[src/rtl/mole_hit_judge.sv]
// Whack-a-mole hit judge: per-slot DOWN/UP mole FSMs with lifetime timers, switch toggle
// detection, hit/escape pulses and a saturating hit counter. Optional MISS_PENALTY_EN build.
module mole_hit_judge #(
    parameter int N_MOLES     = 18,
    parameter int LIFE_CYCLES = 50000000
) (
    input  logic               clk,
    input  logic               rst_n,
    input  logic               restart,
    input  logic [N_MOLES-1:0] mole_spawn,
    input  logic [N_MOLES-1:0] sw,
    output logic [N_MOLES-1:0] mole_up,
    output logic               hit,
    output logic               escaped,
    output logic               penalty,
    output logic [10:0]        hit_count
);

    localparam int              CW        = $clog2(LIFE_CYCLES + 1);
    localparam logic [CW-1:0]   LIFE_LOAD = CW'(LIFE_CYCLES);
    localparam logic [12:0]     COUNT_MAX = 13'd2047;

    typedef enum logic {
        S_DOWN = 1'b0,
        S_UP   = 1'b1
    } slot_state_t;

    slot_state_t        state_q [N_MOLES];
    slot_state_t        state_d [N_MOLES];
    logic [CW-1:0]      cnt_q   [N_MOLES];
    logic [CW-1:0]      cnt_d   [N_MOLES];
    logic [N_MOLES-1:0] sw_hist_q, sw_hist_d;
    logic               primed_q, primed_d;
    logic               hit_q, hit_d;
    logic               escaped_q, escaped_d;
    logic [10:0]        hit_count_q, hit_count_d;

    logic [N_MOLES-1:0] toggle;
    logic [N_MOLES-1:0] hit_vec;
    logic [N_MOLES-1:0] esc_vec;
    logic [12:0]        hit_sum;
    logic [12:0]        count_sum;

`ifdef MISS_PENALTY_EN
    logic [N_MOLES-1:0] miss_vec;
    logic               penalty_q, penalty_d;
`endif

    // The history register always samples sw (even under restart); only priming gates toggles.
    always_comb begin
        sw_hist_d = sw;
        primed_d  = 1'b1;
        toggle    = primed_q ? (sw ^ sw_hist_q) : '0;
    end

    always_comb begin
        state_d = state_q;
        cnt_d   = cnt_q;
        hit_vec = '0;
        esc_vec = '0;
`ifdef MISS_PENALTY_EN
        miss_vec = '0;
`endif
        for (int i = 0; i < N_MOLES; i++) begin
            if (restart) begin
                state_d[i] = S_DOWN;
                cnt_d[i]   = '0;
            end else begin
                case (state_q[i])
                    S_UP: begin
                        // A toggle on the expiry cycle wins over the escape.
                        if (toggle[i]) begin
                            state_d[i] = S_DOWN;
                            cnt_d[i]   = '0;
                            hit_vec[i] = 1'b1;
                        end else if (cnt_q[i] == CW'(1)) begin
                            state_d[i] = S_DOWN;
                            cnt_d[i]   = '0;
                            esc_vec[i] = 1'b1;
                        end else begin
                            cnt_d[i] = cnt_q[i] - CW'(1);
                        end
                    end
                    S_DOWN: begin
                        if (mole_spawn[i]) begin
                            state_d[i] = S_UP;
                            cnt_d[i]   = LIFE_LOAD;
                        end
`ifdef MISS_PENALTY_EN
                        else if (toggle[i]) begin
                            miss_vec[i] = 1'b1;
                        end
`endif
                    end
                    default: begin
                        state_d[i] = S_DOWN;
                        cnt_d[i]   = '0;
                    end
                endcase
            end
        end
    end

    always_comb begin
        hit_sum = '0;
        for (int i = 0; i < N_MOLES; i++) begin
            hit_sum = hit_sum + 13'(hit_vec[i]);
        end
        count_sum = 13'(hit_count_q) + hit_sum;
`ifdef MISS_PENALTY_EN
        // Hits and a miss in the same cycle net out before clamping.
        if ((|miss_vec) && (count_sum != 13'd0)) begin
            count_sum = count_sum - 13'd1;
        end
`endif
        if (restart) begin
            hit_count_d = '0;
        end else if (count_sum > COUNT_MAX) begin
            hit_count_d = COUNT_MAX[10:0];
        end else begin
            hit_count_d = count_sum[10:0];
        end
        hit_d     = |hit_vec;
        escaped_d = |esc_vec;
`ifdef MISS_PENALTY_EN
        penalty_d = |miss_vec;
`endif
    end

    always_ff @(posedge clk or negedge rst_n) begin
        if (!rst_n) begin
            state_q     <= '{default: S_DOWN};
            cnt_q       <= '{default: '0};
            sw_hist_q   <= '0;
            primed_q    <= 1'b0;
            hit_q       <= 1'b0;
            escaped_q   <= 1'b0;
            hit_count_q <= '0;
        end else begin
            state_q     <= state_d;
            cnt_q       <= cnt_d;
            sw_hist_q   <= sw_hist_d;
            primed_q    <= primed_d;
            hit_q       <= hit_d;
            escaped_q   <= escaped_d;
            hit_count_q <= hit_count_d;
        end
    end

`ifdef MISS_PENALTY_EN
    always_ff @(posedge clk or negedge rst_n) begin
        if (!rst_n) begin
            penalty_q <= 1'b0;
        end else begin
            penalty_q <= penalty_d;
        end
    end

    assign penalty = penalty_q;
`else
    assign penalty = 1'b0;
`endif

    always_comb begin
        mole_up = '0;
        for (int i = 0; i < N_MOLES; i++) begin
            mole_up[i] = (state_q[i] == S_UP);
        end
    end

    assign hit       = hit_q;
    assign escaped   = escaped_q;
    assign hit_count = hit_count_q;

endmodule
[config.mk]
export PLATFORM = sky130hd
export DESIGN_NAME = mole_hit_judge
export DESIGN_NICKNAME = d
export VERILOG_FILES = /design/src/rtl/mole_hit_judge.sv
export SDC_FILE = /design/constraint.sdc
export NUM_CORES = 1
export LEC_CHECK = 0
export ABC_AREA = 0
export CORE_UTILIZATION = 45
export CTS_BUF_LIST = sky130_fd_sc_hd__clkbuf_8
export CTS_CLUSTER_DIAMETER = 80
export DETAILED_ROUTE_END_ITERATION = 8
export PLACE_DENSITY_LB_ADDON = 0.1
export SLEW_MARGIN = 20
export SYNTH_ARGS = -nofsm -noshare
export SYNTH_HDL_FRONTEND = slang
export SYNTH_SLANG_ARGS = --single-unit
export TNS_END_PERCENT = 100
[constraint.sdc]
create_clock -name clk -period 6 [get_ports clk]
set_input_delay 1.2 -clock clk [delete_from_list [all_inputs] [get_ports clk]]
set_output_delay 1.2 -clock clk [all_outputs]
set_load 0.02 [all_outputs]
==> impl_metrics.tcl, run 1 <==
set metrics [dict create \
    grt-ovfl-total 0 \
    async_reset_ff_share_pct 100.0 \
    crit_buf_inv 4 \
    cts.sinks 518 \
    r2r_setup_slack_ns 0.33 \
    critPathKind "in -> reg" \
    insertion_delay_ns 0.69 \
    min-delay-start "cnt_q[284]" \
    postPlaceCellArea_mm2 0.03026 \
    yosysMostFrequentCell "dfrtp_1" \
    max_stage_delay_ns 0.59 \
    synthAdderAreaFrac_pct 3.083 \
    io_pins 71 \
    cp_cell_sequence "buf_4 > nor2b_2 > buf_12 > buf_4 > and3_1 > fa_1 > inv_1 > fa_1 > fa_1 > fa_1 > fa_1 > fa_2 > fa_2 > nor2b_2 > o21ai_1 > a21boi_1 > o21ai_2 > a21oi_2 > a21oi_2 > a311oi_1" \
    ys.flop_type "dfrtp_1" \
    postRouteAntennaNets 0 \
    r2r-start "primed_q" \
    viasPerCell 6.009 \
    area.growth.synth_to_final_pct 12.27 \
    setup_viol 0 \
    cts_setup_buffers 0 \
    arrival_ns 6.42 \
    crit_top_cell "fa_1" \
    vdd_ir_drop_max_uv 176.9 \
    yosys-top-cells-count "518 x dfrtp_1, 481 x o21ai_0, 344 x nand2_1" \
    finalHoldViolations 0 \
    synthMuxAreaShare_pct 0 \
    synth_area_leaders "dfrtp_1 45%, o21ai_0 8.4%, nand2_1 4.5%" \
    holdPathStages 1 \
    cp-end-kind "register" \
    nFillCells 5943 \
    hold_buffers 0 \
    clk_path_buf_depth 3 \
    vias 25850 \
    min_period_ns 5.851 \
    reg2reg_to "hit_count[8]" \
    place_ws_ns -0.8500 \
    cts_max_level 3 \
    status "complete, no violations" \
    synth-simple-area-share_pct 24.78 \
    syn_area_mm2 0.02874 \
    seq_area_frac_synth_pct 45.11 \
    power_density_mw_per_mm2 322.4 \
    grt_pass1_wl_um 125500 \
    cp_slowest_cell "fa_1" \
    hold_path.class "reg -> reg" \
    cp.required_ns 6.57 \
    syn_inst 3335 \
    layout-drive-gt1-share_pct 8.309 \
    cts_tree "done" \
    min_to "cnt_q[284]" \
    placementRows 92 \
    crit_family "adder cells" \
    startpoint_type "input port" \
    synth_edf_count 0 \
    yosysTopAreaCell "dfrtp_1" \
    cts-buffers-inserted 94 \
    die_w_um 254.7 \
    yosysUniqueCellTypes 75 \
    min_period_over_period_pct 97.52 \
    slew_headroom_pct 27.92 \
    cp_max_fo 7 \
    gp_congestion 0.8670 \
    worst_pin_slew_ns 1.073 \
    synth_warnings 0 \
    postSynthAreaPerCell_um2 8.616 \
    cts-root-buf "clkbuf_8" \
    nets 3488 \
    fmax_mhz 170.9 \
    grt_pass1_vias 24710 \
    layout_setup_ws_ns 0.1489 \
    remaining_drc_errors 0 \
    synth_top_family_by_area "simple AND/OR/NAND/NOR gates" \
    synthesis.nets 3437 \
    maxSlewViolCount 0 \
    yosys.area_share.xor_xnor_pct 0.8534 \
    fp.dieH_um 254.7 \
    grt_max_degree 131 \
    hpwl_um 49910 \
    grt_antenna_before_repair 3 \
    core_area_mm2 0.06308 \
    cap_violations 0 \
    synth_top_area_share_pct 45.11 \
    drt_wl_total_um 75490 \
    synth-compound-area-share_pct 22.52 \
    dr.pass1.iters 5 \
    clkSlewWorstSetupHoldPaths_ns 0.06 \
    drt_iter0_markers 2104 \
    grt_util_all_layers_pct 23.34 \
    wire_per_inst_um 17.55 \
    synth-seq-cells 518 \
    fin_area_mm2 0.03226 \
    r2r_cells 19 \
    skew_ns 0.04336 \
    initial_utilization_pct 45.55 \
    die_area_mm2 0.06487 \
    leakage_nw 14.14 \
    io_buffers 69 \
]
[how the worst max path moves through the flow]
stage,from,to,cells after the start
finish,restart,hit_count[8],20
global route,restart,hit_count[8],20
CTS,sw[2],hit_count[8],19
detailed placement,sw[14],hit_count[8],19
global placement,sw[14],hit_count[8],19
floorplan,restart,hit_count[8],21
[stage by stage]
step           TNS (ns)  util, %  hold WS, ns  power [mW]  cells
3_5_place_dp     -7.242    47.96       0.4479       7.025   4136
3_3_place_gp     -5.850    47.96       0.4477       6.932   4136
6_report              0    51.14       0.4542       10.40   4302
2_1_floorplan   -0.1470        -       0.4295       6.238   3335
5_1_grt        -0.02972    51.14       0.4972       11.08   4301
4_1_cts               0    51.00       0.4576       10.49   4300
[layout make-up]
| type | instances | area, um2 | share of cell area [%] |
|---|---|---|---|
| multi-input cells | 2572 | 14880 | 46.12 |
| flip-flops and latches | 518 | 12960 | 40.18 |
| clock buffers | 120 | 1652 | 5.119 |
| well taps | 846 | 1059 | 3.281 |
| diodes | 2 | 5.005 | 0.01551 |
| repair buffers | 119 | 1151 | 3.568 |
| inverters | 81 | 304.0 | 0.9424 |
| clock inverters | 44 | 250.2 | 0.7757 |
[layout by cell type, fill, tap and decap left out, drive strengths merged, types with 13 or more instances in the layout]
cell             n
a21oi          206
a221o           22
a31oi           24
and2            16
and3            25
buf             52
clkbuf         120
clkdlybuf4s50   59
clkinv          14
dfrtp          518
fa              13
ha              50
inv            105
nand2          348
nand2b          49
nand3          108
nand4           23
nor2           338
nor2b           14
nor3           163
nor4            77
nor4b           19
o211a           19
o211ai          62
o21ai          528
o22ai           16
o311ai          60
o31ai           65
o41ai           28
or2             28
or3             74
or4             67
xor2            24
[metal layers]
metal  vias to the layer above  part of all wire (%)  track usage (%)
met5                         -                 0.023                0
met4                         2                   2.1            6.980
met3                       120                   5.2            4.368
met2                       592                    45            35.94
met1                     12690                    47            33.26
li1                      12450                     -                -
[state kept, by name (all words and copies together), names as in the netlist]
signal	count
mole_up	18
cnt_q	468
sw_hist_q	18
hit_count	11
escaped	1
primed_q	1
hit	1
[logic make-up after synthesis]
logic type,after synthesis
AO/OA/AOI/OAI,1078
XOR/XNOR,28
adder cells (fa/ha/maj),63
buffers and inverters,245
flip-flops,518
other,2
AND/OR/NAND/NOR,1401
[power by group]
group          switching, mW  internal, mW
sequential             0.489          3.92
clock                   1.52          1.87
combinational           1.64         0.962
total                   3.65          6.76
[timing repair]
action / in CTS / in global routing
gates cloned: 0 / 0
setup endpoints to repair: 2 / 11
pin swaps: 0 / 17
resized for setup: 3 / 19
Note: power is estimated with default switching activity, not from simulation.
==> run 2: changes to the inputs <==
--- a/config.mk
+++ b/config.mk
@@ -6,10 +6,11 @@
 export NUM_CORES = 1
 export LEC_CHECK = 0
 export ABC_AREA = 0
+export ABC_CLOCK_PERIOD_IN_PS = 6000
 export CORE_UTILIZATION = 45
 export CTS_BUF_LIST = sky130_fd_sc_hd__clkbuf_8
-export CTS_CLUSTER_DIAMETER = 80
 export DETAILED_ROUTE_END_ITERATION = 8
+export GPL_TIMING_DRIVEN = 1
 export PLACE_DENSITY_LB_ADDON = 0.1
 export SLEW_MARGIN = 20
 export SYNTH_ARGS = -nofsm -noshare
==> results of run 2 <==
No change in the layout: final DEF, timing and power equal those of run 1.
